## config.mk

```make
export PLATFORM = sky130hd
export DESIGN_NAME = morse_rx_timed
export DESIGN_NICKNAME = d
export VERILOG_FILES = /design/src/rtl/morse_pkg.sv /design/src/rtl/morse_lut.sv /design/src/rtl/morse_rx_timed.sv
export SDC_FILE = /design/constraint.sdc
export NUM_CORES = 1
export LEC_CHECK = 0
export CAP_MARGIN = 20
export CORE_ASPECT_RATIO = 1.25
export CORE_MARGIN = 2
export CORE_UTILIZATION = 55
export DETAILED_ROUTE_END_ITERATION = 10
export DONT_BUFFER_PORTS = 1
export PLACE_DENSITY_LB_ADDON = 0.25
export RECOVER_POWER = 100
export SETUP_SLACK_MARGIN = 0.15
export SLEW_MARGIN = 20
export SYNTH_ARGS = -nofsm -noshare
export SYNTH_HDL_FRONTEND = slang
export SYNTH_SLANG_ARGS = --single-unit
```

## constraint.sdc

```tcl
create_clock -name clk -period 2.65 [get_ports clk]
set_input_delay 0.3975 -clock clk [delete_from_list [all_inputs] [get_ports clk]]
set_output_delay 0.3975 -clock clk [all_outputs]
set_load 0.005 [all_outputs]
```

## src/rtl/morse_pkg.sv

```systemverilog
// Shared constants for the timed Morse receiver: letter codes, symbol values, FSM states.
package morse_pkg;

   localparam logic [5:0] L_UNKNOWN = 6'd0;
   localparam logic [5:0] L_A = 6'd1,  L_B = 6'd2,  L_C = 6'd3,  L_D = 6'd4,  L_E = 6'd5;
   localparam logic [5:0] L_F = 6'd6,  L_G = 6'd7,  L_H = 6'd8,  L_I = 6'd9,  L_J = 6'd10;
   localparam logic [5:0] L_K = 6'd11, L_L = 6'd12, L_M = 6'd13, L_N = 6'd14, L_O = 6'd15;
   localparam logic [5:0] L_P = 6'd16, L_Q = 6'd17, L_R = 6'd18, L_S = 6'd19, L_T = 6'd20;
   localparam logic [5:0] L_U = 6'd21, L_V = 6'd22, L_W = 6'd23, L_X = 6'd24, L_Y = 6'd25;
   localparam logic [5:0] L_Z = 6'd26;
   localparam logic [5:0] L_N0 = 6'd27, L_N1 = 6'd28, L_N2 = 6'd29, L_N3 = 6'd30, L_N4 = 6'd31;
   localparam logic [5:0] L_N5 = 6'd32, L_N6 = 6'd33, L_N7 = 6'd34, L_N8 = 6'd35, L_N9 = 6'd36;
   localparam logic [5:0] L_SPACE = 6'd37;

   localparam logic SYM_DIT = 1'b0;
   localparam logic SYM_DAH = 1'b1;

   typedef enum logic [1:0] {
      ST_IDLE,
      ST_MARK,
      ST_SPACE,
      ST_GAP
   } rx_state_e;

endpackage

```

## src/rtl/morse_lut.sv

```systemverilog
// Combinational Morse table: (length, pattern) -> letter code. First symbol sits in the MSB
// of the used bits; dah=1, dit=0.
module morse_lut
   import morse_pkg::*;
(
   input  logic [3:0] len_i,
   input  logic [4:0] pat_i,
   output logic [5:0] code_o
);

   always_comb begin
      code_o = L_UNKNOWN;
      case ({len_i, pat_i})
         {4'd1, 5'b00000}: code_o = L_E;
         {4'd1, 5'b00001}: code_o = L_T;
         {4'd2, 5'b00000}: code_o = L_I;
         {4'd2, 5'b00001}: code_o = L_A;
         {4'd2, 5'b00010}: code_o = L_N;
         {4'd2, 5'b00011}: code_o = L_M;
         {4'd3, 5'b00000}: code_o = L_S;
         {4'd3, 5'b00001}: code_o = L_U;
         {4'd3, 5'b00010}: code_o = L_R;
         {4'd3, 5'b00011}: code_o = L_W;
         {4'd3, 5'b00100}: code_o = L_D;
         {4'd3, 5'b00101}: code_o = L_K;
         {4'd3, 5'b00110}: code_o = L_G;
         {4'd3, 5'b00111}: code_o = L_O;
         {4'd4, 5'b00000}: code_o = L_H;
         {4'd4, 5'b00001}: code_o = L_V;
         {4'd4, 5'b00010}: code_o = L_F;
         {4'd4, 5'b00100}: code_o = L_L;
         {4'd4, 5'b00110}: code_o = L_P;
         {4'd4, 5'b00111}: code_o = L_J;
         {4'd4, 5'b01000}: code_o = L_B;
         {4'd4, 5'b01001}: code_o = L_X;
         {4'd4, 5'b01010}: code_o = L_C;
         {4'd4, 5'b01011}: code_o = L_Y;
         {4'd4, 5'b01100}: code_o = L_Z;
         {4'd4, 5'b01101}: code_o = L_Q;
         {4'd5, 5'b11111}: code_o = L_N0;
         {4'd5, 5'b01111}: code_o = L_N1;
         {4'd5, 5'b00111}: code_o = L_N2;
         {4'd5, 5'b00011}: code_o = L_N3;
         {4'd5, 5'b00001}: code_o = L_N4;
         {4'd5, 5'b00000}: code_o = L_N5;
         {4'd5, 5'b10000}: code_o = L_N6;
         {4'd5, 5'b11000}: code_o = L_N7;
         {4'd5, 5'b11100}: code_o = L_N8;
         {4'd5, 5'b11110}: code_o = L_N9;
         default:          code_o = L_UNKNOWN;
      endcase
   end

endmodule

```

## src/rtl/morse_rx_timed.sv

```systemverilog
// Timed Morse receiver: measures key mark/space durations, decodes letters into an output FIFO.
// Define MORSE_RX_GLITCH_FILTER_EN to insert a DEBOUNCE-sample glitch filter after the synchroniser.
module morse_rx_timed
   import morse_pkg::*;
#(
   parameter int UNIT_CYCLES = 8,
   parameter int MAX_SYMBOLS = 5,
   parameter int FIFO_DEPTH  = 4,
   parameter int DEBOUNCE    = 3
) (
   input  logic       clk,
   input  logic       rst,
   input  logic       key_in,
   output logic [5:0] letter,
   output logic       letter_valid,
   input  logic       letter_ready,
   output logic       overrun,
   output logic       busy
);

   localparam int CW = $clog2(7 * UNIT_CYCLES + 1);
   localparam int LW = $clog2(MAX_SYMBOLS + 1);
   localparam int AW = $clog2(FIFO_DEPTH);
   localparam logic [CW-1:0] DAH_TH   = CW'(2 * UNIT_CYCLES);
   localparam logic [CW-1:0] LTR_TH   = CW'(3 * UNIT_CYCLES);
   localparam logic [CW-1:0] WRD_TH   = CW'(7 * UNIT_CYCLES);
   localparam logic [LW-1:0] LEN_MAX  = LW'(MAX_SYMBOLS);
   localparam logic [AW:0]   FULL_CNT = (AW + 1)'(FIFO_DEPTH);

   logic sync1_q, sync2_q, key_s, key_prev_q;

   // NOTE: non-blocking assignments make sync2_q take last cycle's sync1_q, giving two real flop stages.
   always_ff @(posedge clk or posedge rst) begin
      if (rst) begin
         sync1_q <= 1'b0;
         sync2_q <= 1'b0;
      end else begin
         sync1_q <= key_in;
         sync2_q <= sync1_q;
      end
   end

`ifdef MORSE_RX_GLITCH_FILTER_EN
   localparam int DW = $clog2(DEBOUNCE + 1);
   logic          filt_q;
   logic [DW-1:0] db_q;

   // The filtered level follows only after DEBOUNCE consecutive samples disagree with it.
   always_ff @(posedge clk or posedge rst) begin
      if (rst) begin
         filt_q <= 1'b0;
         db_q   <= '0;
      end else if (sync2_q == filt_q) begin
         db_q <= '0;
      end else if (db_q == DW'(DEBOUNCE - 1)) begin
         filt_q <= sync2_q;
         db_q   <= '0;
      end else begin
         db_q <= db_q + 1'b1;
      end
   end
   assign key_s = filt_q;
`else
   assign key_s = sync2_q;
`endif

   logic          key_edge;
   logic [CW-1:0] cnt_q;

   assign key_edge = key_s ^ key_prev_q;

   // On the edge cycle cnt_q still holds the length of the level that just ended.
   always_ff @(posedge clk or posedge rst) begin
      if (rst) begin
         key_prev_q <= 1'b0;
         cnt_q      <= '0;
      end else begin
         key_prev_q <= key_s;
         if (key_edge)             cnt_q <= CW'(1);
         else if (cnt_q != WRD_TH) cnt_q <= cnt_q + 1'b1;
      end
   end

   rx_state_e        state_q, state_d;
   logic             append, clear, push;
   logic [5:0]       push_code;
   logic [MAX_SYMBOLS-1:0] pat_q;
   logic [LW-1:0]    len_q;
   logic             sym_ovf_q;
   logic [3:0]       lut_len;
   logic [4:0]       lut_pat;
   logic [5:0]       lut_code;

   assign lut_len = (int'(len_q) > 5) ? 4'd0 : 4'(len_q);
   assign lut_pat = 5'(pat_q);

   morse_lut u_lut (
      .len_i  (lut_len),
      .pat_i  (lut_pat),
      .code_o (lut_code)
   );

   always_ff @(posedge clk or posedge rst) begin
      if (rst) state_q <= ST_IDLE;
      else     state_q <= state_d;
   end

   // NOTE: every output of this block gets a default first, so no path can infer a latch.
   always_comb begin
      state_d   = state_q;
      append    = 1'b0;
      clear     = 1'b0;
      push      = 1'b0;
      push_code = L_UNKNOWN;
      case (state_q)
         ST_IDLE: if (key_s) state_d = ST_MARK;
         ST_MARK: begin
            if (!key_s) begin
               append  = 1'b1;
               state_d = ST_SPACE;
            end
         end
         ST_SPACE: begin
            if (cnt_q == LTR_TH) begin
               push      = 1'b1;
               push_code = sym_ovf_q ? L_UNKNOWN : lut_code;
               clear     = 1'b1;
               state_d   = key_s ? ST_MARK : ST_GAP;
            end else if (key_s) begin
               state_d = ST_MARK;
            end
         end
         ST_GAP: begin
            if (cnt_q == WRD_TH) begin
               push      = 1'b1;
               push_code = L_SPACE;
               state_d   = key_s ? ST_MARK : ST_IDLE;
            end else if (key_s) begin
               state_d = ST_MARK;
            end
         end
         default: state_d = ST_IDLE;
      endcase
   end

   always_ff @(posedge clk or posedge rst) begin
      if (rst) begin
         pat_q     <= '0;
         len_q     <= '0;
         sym_ovf_q <= 1'b0;
      end else if (clear) begin
         pat_q     <= '0;
         len_q     <= '0;
         sym_ovf_q <= 1'b0;
      end else if (append) begin
         if (len_q == LEN_MAX) begin
            sym_ovf_q <= 1'b1;
         end else begin
            pat_q <= {pat_q[MAX_SYMBOLS-2:0], (cnt_q >= DAH_TH) ? SYM_DAH : SYM_DIT};
            len_q <= len_q + 1'b1;
         end
      end
   end

   logic [5:0]    mem_q [FIFO_DEPTH];
   logic [AW-1:0] wr_ptr_q, rd_ptr_q;
   logic [AW:0]   fcnt_q;
   logic          overrun_q, full, pop, push_ok;

   assign full    = (fcnt_q == FULL_CNT);
   assign pop     = letter_valid && letter_ready;
   assign push_ok = push && (!full || pop);

   // NOTE: the storage array has no reset; the output mux below hides it until it is written.
   always_ff @(posedge clk) begin
      if (push_ok) mem_q[wr_ptr_q] <= push_code;
   end

   always_ff @(posedge clk or posedge rst) begin
      if (rst) begin
         wr_ptr_q  <= '0;
         rd_ptr_q  <= '0;
         fcnt_q    <= '0;
         overrun_q <= 1'b0;
      end else begin
         if (push_ok) wr_ptr_q <= wr_ptr_q + 1'b1;
         if (pop)     rd_ptr_q <= rd_ptr_q + 1'b1;
         case ({push_ok, pop})
            2'b10:   fcnt_q <= fcnt_q + 1'b1;
            2'b01:   fcnt_q <= fcnt_q - 1'b1;
            default: ;
         endcase
         if (push && !push_ok) overrun_q <= 1'b1;
      end
   end

   assign letter_valid = (fcnt_q != '0);
   assign letter       = letter_valid ? mem_q[rd_ptr_q] : L_UNKNOWN;
   assign overrun      = overrun_q;
   assign busy         = (state_q != ST_IDLE);

endmodule

```

==> reports/qor.yml, run 1 <==
synth_area_leaders: "edfxtp_1, dfrtp_1, ha_1"
std_cell_rows: 30
cts_tree: "built"
nNetsFinal: 310
drive_above_1_share: 0.119
synth_cell_types: 72
critPathKind: "reg2reg"
grt_pass1_wl_mm: 9.81
finalCritPeriodShare: 0.910
finClkSkew_ps: 9.07
area_growth_pct: 4.10
r2r_setup_slack_ps: 240
routabilityCongestion: 0.917
cts_post_setup_buffers_inserted: 0
async_flop_share: 0.538
hpwl_mm: 4.34
num_vias: 2207
p_leak_uw: 0.00129
antenna_found_initial: 0
die_h_um: 88.1
drt_first_pass_iters: 6
setup_viol: 0
fin_area_um2: 3240
die_area_um2: 6280
vias_per_cell: 6.15
cts.clk_slew.worst_paths_ps: 90
grt_overflow: 0
synth_fp_nets: 313
postLayoutCoreUtil: 0.595
grt_setup_unrepaired: "false"
outcome: "finished, final reports clean"
worstPathMaxFanout: 11
drt-wirelength-per-cell_um: 16.1
max_freq_ghz: 0.415
drc: 0
portBuffers: 0
initial_core_util: 0.572
holdPathStages: 0
num_io_pins: 13
power_uw: 2980
hp-start: "key_in"
min_to: "sync1_q"
first_global_vias: 2093
r2r_end: "mem_q[0][1]"
placed_cell_area_um2: 3160
clock_latency_ps: 300
synth_flop_cell: "dfrtp_1"
diodes: 0
gr-usage-all-layers: 0.198
syn_inst: 297
worst_hold_path_type: "in2reg"
ys_seq_elements: 52
worst_setup_path_end_kind: "flop"
post-synth-top-count-cell: "dfrtp_1"
slew_violations: 0
r2r_start: "len_q[1]"
cap_violations: 0
critPathLaunchType: "flop"
syn_area_um2: 3110
wirelength_mm: 5.79
cts_hold_buf: 0
fp.dieW_um: 71.3
synth_edf_count: 24
ys_top_cells_by_count: "dfrtp_1, edfxtp_1, nor2_1, nand2_1, nand3_1"
ir_drop_mv: 0.498
power_density_nw_per_um2: 920
crit_required_ps: 2670
ys_warn_count: 0
tightest_slew_ps: 1490
finalHoldViolations: 0
numCtsBuffers: 5
cts_sinks: 52
max_slew_margin: 0.00533
cts_root_buf: "clkbuf_8"
core-area_um2: 5440
synth_top_area_share: 0.232
htree_levels: 2
setup_tns_ps: 0
cp.arrival_ps: 2430
r2r_cells: 7
period_minus_slack_ps: 2410
post_cts_resized: 0
grt_max_degree: 29
synth_top_area_cell: "edfxtp_1"
drt-initial-drc-count: 121
fill_cells: 442
ys_seq_area_frac: 0.457
ant_nets: 0
cts_buffer_depth: 2
syn_avg_cell_area_um2: 10.5
cell usage in the layout, fill, tap and decap left out, types with 4 or more instances in the layout:
cell type	instances
dfrtp_1	28
nor2_1	24
edfxtp_1	24
nand3_1	19
nand2_1	19
a21oi_1	13
inv_1	12
o21ai_0	11
ha_1	11
xnor2_1	10
and2_0	10
a31oi_1	7
buf_4	7
nand2b_1	6
mux4_2	6
clkbuf_8	6
xor2_1	5
or3_1	5
clkbuf_1	5
a211oi_1	4
power by group:
| group | internal (uW) | switching (uW) |
|---|---|---|
| logic | 569 | 743 |
| clock network | 214 | 241 |
| registers | 955 | 257 |
| total | 1740 | 1240 |
critical path: stages, from the launching register on:
cell and delay (ps):
dfrtp_1 440, ha_1 250, and2b_1 440, o21ai_2 110, a32oi_2 250, o41ai_2 130
o31ai_2 380, a21oi_1 140
per-stage QoR:
step	hold WS (ps)	instances	setup WS [ps]
2_1_floorplan	331	297	322
3_3_place_gp	332	351	361
3_5_place_dp	340	351	277
4_1_cts	50.9	359	273
5_1_grt	96.3	359	100
6_report	121	359	238
registers in the layout, indices dropped and copies added (netlist names):
register and count:
cnt_q 6, state_q 2, len_q 3, sync1_q 1, key_prev_q 1, overrun 1, mem_q 24, wr_ptr_q 2
rd_ptr_q 2, fcnt_q 3, sym_ovf_q 1, key_s 1, lut_pat 5
kinds of logic (layout without fill, tap and decap cells):
group | Yosys count | count (layout) | synth area share
XOR/XNOR | 15 | 15 | 0.0422
flip-flops | 52 | 52 | 0.457
AND/OR/NAND/NOR | 109 | 109 | 0.192
adder cells (fa/ha/maj) | 13 | 13 | 0.0539
AO/OA/AOI/OAI | 66 | 66 | 0.154
multiplexers | 8 | 8 | 0.0499
buffers and inverters | 34 | 32 | 0.0511
metal layers:
metal	vias up	wire length (um)	global-route usage	share of wire
li1	1083	-	-	-
met1	1038	2490	0.245	0.43
met2	69	2880	0.337	0.50
met3	17	227	0.0380	0.039
met4	0	193	0.0858	0.033
met5	-	0	0	0
final cells by class:
class | instances | area, um2 | share of cell area
Clock buffer | 7 | 86.3 | 0.0267
Clock inverter | 1 | 8.76 | 0.00270
Inverter | 13 | 48.8 | 0.0151
Multi-Input combinational cell | 211 | 1530 | 0.471
Sequential cell | 52 | 1420 | 0.439
Tap cell | 64 | 80.1 | 0.0247
Timing Repair Buffer | 11 | 67.6 | 0.0209
worst max-delay path by stage:
stage	slack, ps	endpoint	start	cells after the start
floorplan	320	fcnt_q[2]	cnt_q[0]	10
global placement	360	mem_q[1][1]	len_q[1]	7
detailed placement	280	mem_q[1][3]	len_q[1]	7
CTS	270	mem_q[3][3]	len_q[1]	7
global route	100	mem_q[1][3]	cnt_q[0]	7
finish	240	mem_q[0][1]	len_q[1]	7
Power figures use the tool's default switching activity.
==> run 2: changes to the inputs <==
ABC_AREA = 0   (was not set)
CORE_MARGIN = 5   (was 2)
clock period = 2.2 ns   (was 2.65 ns; I/O delays follow)
==> reports/qor.yml, run 2 (synthesis gave the netlist of run 1 again) <==
outcome: "finished, final reports clean"
initial_core_util: 0.568
worst_hold_path_type: "in2reg"
cp.arrival_ps: 2190
max_slew_margin: 0.538
cts.clk_slew.worst_paths_ps: 80
finalHoldViolations: 0
routabilityCongestion: 0.920
placed_cell_area_um2: 3330
drt_first_pass_iters: 4
grt_max_degree: 29
fill_cells: 439
period_minus_slack_ps: 2150
first_global_vias: 2517
drc: 0
crit_required_ps: 2240
std_cell_rows: 30
cts_tree: "built"
clock_latency_ps: 310
path_buf_inv: 2
grt_overflow: 0
finClkSkew_ps: 16.3
p_leak_uw: 0.00145
largest_reg_flops: 24
num_vias: 2408
slowest_stage: "dfrtp_1"
fin_area_um2: 3650
hpwl_mm: 4.71
num_io_pins: 13
largest_register: "mem_q"
nNetsFinal: 339
cap_violations: 0
ant_nets: 0
die_h_um: 94.1
power_density_nw_per_um2: 1190
postLayoutCoreUtil: 0.666
diodes: 0
cts_buffer_depth: 2
worst_setup_path_end_kind: "flop"
portBuffers: 0
final_cell_mix: "dfrtp_1, buf_4, edfxtp_1, nor2_1, nand2_1"
setup_tns_ps: 0
worstPathMaxFanout: 4
numCtsBuffers: 5
slew_violations: 0
vias_per_cell: 6.21
die_area_um2: 7270
max_stage_delay_ps: 420
ff_latch_area_um2: 1420
crit_chain: "buf_6, ha_4, and3b_2, buf_6, nand3_2, o31a_1, o41ai_4, o31ai_4, nor2_2"
power_uw: 4340
setup_viol: 0
gr-usage-all-layers: 0.196
tightest_slew_ps: 692
cts_root_buf: "clkbuf_8"
drt-wirelength-per-cell_um: 17.9
critPathTopFamily: "compound AO/OA/AOI/OAI gates"
max_freq_ghz: 0.465
drt-initial-drc-count: 122
multi_input_area_um2: 1720
grt_setup_unrepaired: "true"
grt_pass1_wl_mm: 11.6
area_growth_pct: 17.4
finalCritPeriodShare: 0.977
cpMostUsedCell: "buf_6"
antenna_found_initial: 0
ir_drop_mv: 0.702
fp.dieW_um: 77.3
htree_levels: 2
drive_above_1_share: 0.269
critPathKind: "reg2reg"
core-area_um2: 5480
cts_sinks: 52
critPathLaunchType: "flop"
wirelength_mm: 6.93
[run 2: changes by cell type in the layout (fill, tap and decap cells not counted), sizes merged]
cell / previous run / this run
dlygate4sd3: 0 / 1
bufinv: 0 / 1
clkbuf: 11 / 15
buf: 7 / 29
and2b: 1 / 2
clkinv: 2 / 1
clkinvlp: 0 / 1
[run 2: timing repair]
action / in CTS / in global routing
gates cloned: 0 / 1
pin swaps: 9 / 9
endpoints found under the hold margin: 28 / 0
endpoints found under the setup margin: 46 / 52
hold buffers: 1 / 0
gates resized for setup: 34 / 13
buffers inserted: 7 / 0
[run 2: final timing paths]
check | start | end | slack (ps) | cells past startpoint
worst max register to register | len_q[1] | mem_q[1][3] | 50 | 9
worst min-delay path | key_in | sync1_q | 60 | 0
worst min register to register | sync1_q | key_s | 360 | 0
max in group asynchronous | rst | lut_pat[2] | 1050 | 3
worst max-delay path | len_q[1] | mem_q[1][3] | 50 | 9
min in group asynchronous | rst | fcnt_q[0] | 660 | 3
[run 2: power by group]
| part | switching, uW | internal [uW] |
|---|---|---|
| sequential | 299 | 1160 |
| combinational | 1210 | 1030 |
| clock | 302 | 337 |
| total | 1810 | 2530 |
[run 2: layer usage]
layer	global-route usage	share of wire
met5	0	0
met2	0.343	0.51
met3	0.0317	0.041
met1	0.228	0.41
met4	0.105	0.035
[run 2: worst reg2reg max path, cell delays in order, from the launching register on]
cell	delay, ps
dfrtp_1	420
buf_6	140
ha_4	150
and3b_2	250
buf_6	140
nand3_2	60
o31a_1	200
o41ai_4	90
o31ai_4	350
nor2_2	110
[run 2: metrics by stage]
stage	setup WS (ps)	instances	hold slack [ps]
after floorplan	41.9	297	331
after global placement	0.608	371	306
after detailed placement	-75.4	371	307
after CTS	67.9	387	48.6
after global routing	-51.4	388	36.0
final	50.8	388	58.2
[run 2: layout make-up]
class	instances	area share
Clock buffer	6	0.0199
Clock inverter	2	0.00959
Inverter	13	0.0134
Tap cell	64	0.0219
Sequential cell	52	0.390
Timing Repair Buffer	39	0.0754
Multi-Input combinational cell	212	0.470
==> edit: new RTL, flow settings as in run 2 <==
Change the parameter `MAX_SYMBOLS` from 5 to 10.
--- a/src/rtl/morse_rx_timed.sv
+++ b/src/rtl/morse_rx_timed.sv
@@ -5,5 +5,5 @@
 #(
    parameter int UNIT_CYCLES = 8,
-   parameter int MAX_SYMBOLS = 5,
+   parameter int MAX_SYMBOLS = 10,
    parameter int FIFO_DEPTH  = 4,
    parameter int DEBOUNCE    = 3
Check against the original RTL: no difference found for any inputs over 10 cycles, from zero or initial values and one cycle with rst high; that may be too few to reach the edited logic, so the function may still have changed.
==> edit against run 2 <==
- design area grew 1.3%
- global-route usage grew 0.76 points
- die area grew 1.2%
- synthesized area grew 1.4%
- combinational power shrank 12%
- worst setup slack lost 180 ps
- utilization grew 0.43 points
- the run now ends with negative setup slack left
- largest power group unchanged
- synthesized cell count grew 4.4%
- sequential cell count grew 1
- critical path depth shrank 2
- wire length grew 4.0%
- total power shrank 6.3%
- critical path type unchanged
==> edit: results <==
INSERT INTO impl_metrics (metric_group, metric, value, unit) VALUES
('status', 'run_status', 'finished, violations left', ''),
('status', 'failing_checks', 'negative setup slack', ''),
('yosys', 'mappedNetlistNets', '325', ''),
('drt', 'violation_count_after_the_first_detailed_route_iteration', '169', ''),
('timing', 'setup_tns', '-1199', 'ps'),
('timing', 'setup_viol_count_final', '12', ''),
('grt', 'vias_in_the_first_global_route', '2495', ''),
('yosys', 'yosysSeqAreaShare', '45.85', '%'),
('timing', 'max-slew-margin-rel', '52.17', '%'),
('drt', 'detail_route.first_pass.iterations', '6', ''),
('timing', 'final.setup_skew', '10.95', 'ps'),
('placement', 'post_place_worst_slack', '-319.7', 'ps'),
('placement', 'gp_congestion', '0.9260', ''),
('yosys', 'ys_top_cells_by_count', 'sky130_fd_sc_hd__dfrtp_1 (29), sky130_fd_sc_hd__nor2_1 (26), sky130_fd_sc_hd__edfxtp_1 (24), sky130_fd_sc_hd__clkbuf_1 (20), sky130_fd_sc_hd__a21oi_1 (19)', ''),
('timing', 'final.setup.worst_slack', '-133.4', 'ps'),
('placement', 'hpwlAfterDp', '5.189', 'mm'),
('clocking', 'clk_transition_reported_paths', '100', 'ps'),
('power', 'leak_pwr', '1.450', 'nW'),
('placement', 'numPlacedInstances', '387', ''),
('timing', 'fin_hold_ws', '33.53', 'ps');
[edit: worst paths after layout]
check / depth (start not counted) / end
worst max register to register: 7 / mem_q[2][3]$_DFFE_PP_
worst min-delay path: 0 / sync1_q$_DFF_PP0_
max in group asynchronous: 3 / len_q[0]$_DFFE_PP0P_
min in group asynchronous: 3 / fcnt_q[2]$_DFFE_PP0P_
worst max-delay path: 7 / mem_q[2][3]$_DFFE_PP_
worst min register to register: 0 / key_s$_DFF_PP0_
[edit: layer usage]
metal,wire length (um),track usage (%),vias to the layer above
met5,0,0,-
met4,162,6.734,0
met3,406,3.626,16
met2,3713,35.52,89
met1,2927,25.43,1230
li1,-,-,1197
[edit: cells by family after synthesis]
group           synth area share, %
compound gates                15.07
flops                         45.85
fa+ha+maj                     4.601
mux                           4.601
buf+inv                       4.919
xor+xnor                      4.443
simple gates                  20.51
[edit: cell type report]
cell class	count	area share (%)
repair buffers	45	8.147
multi-input cells	217	45.27
flip-flops and latches	53	39.15
well taps	64	2.164
clock buffers	7	3.212
clock inverters	1	0.2366
inverters	16	1.826
[edit: power breakdown]
| group | switching [mW] | internal (mW) | total [mW] | leakage, nW |
|---|---|---|---|---|
| logic | 1.09 | 0.882 | 1.97 | 0.751 |
| clock network | 0.333 | 0.367 | 0.700 | 0.0651 |
| registers | 0.229 | 1.17 | 1.40 | 0.633 |
[edit: timing repair]
| action | CTS | global route |
|---|---|---|
| gates resized for setup | 12 | 12 |
| buffers inserted | 6 | 1 |
| hold endpoints to repair | 29 | 0 |
| hold buffers | 1 | 0 |
| pin swaps | 7 | 5 |
| endpoints found under the setup margin | 40 | 57 |
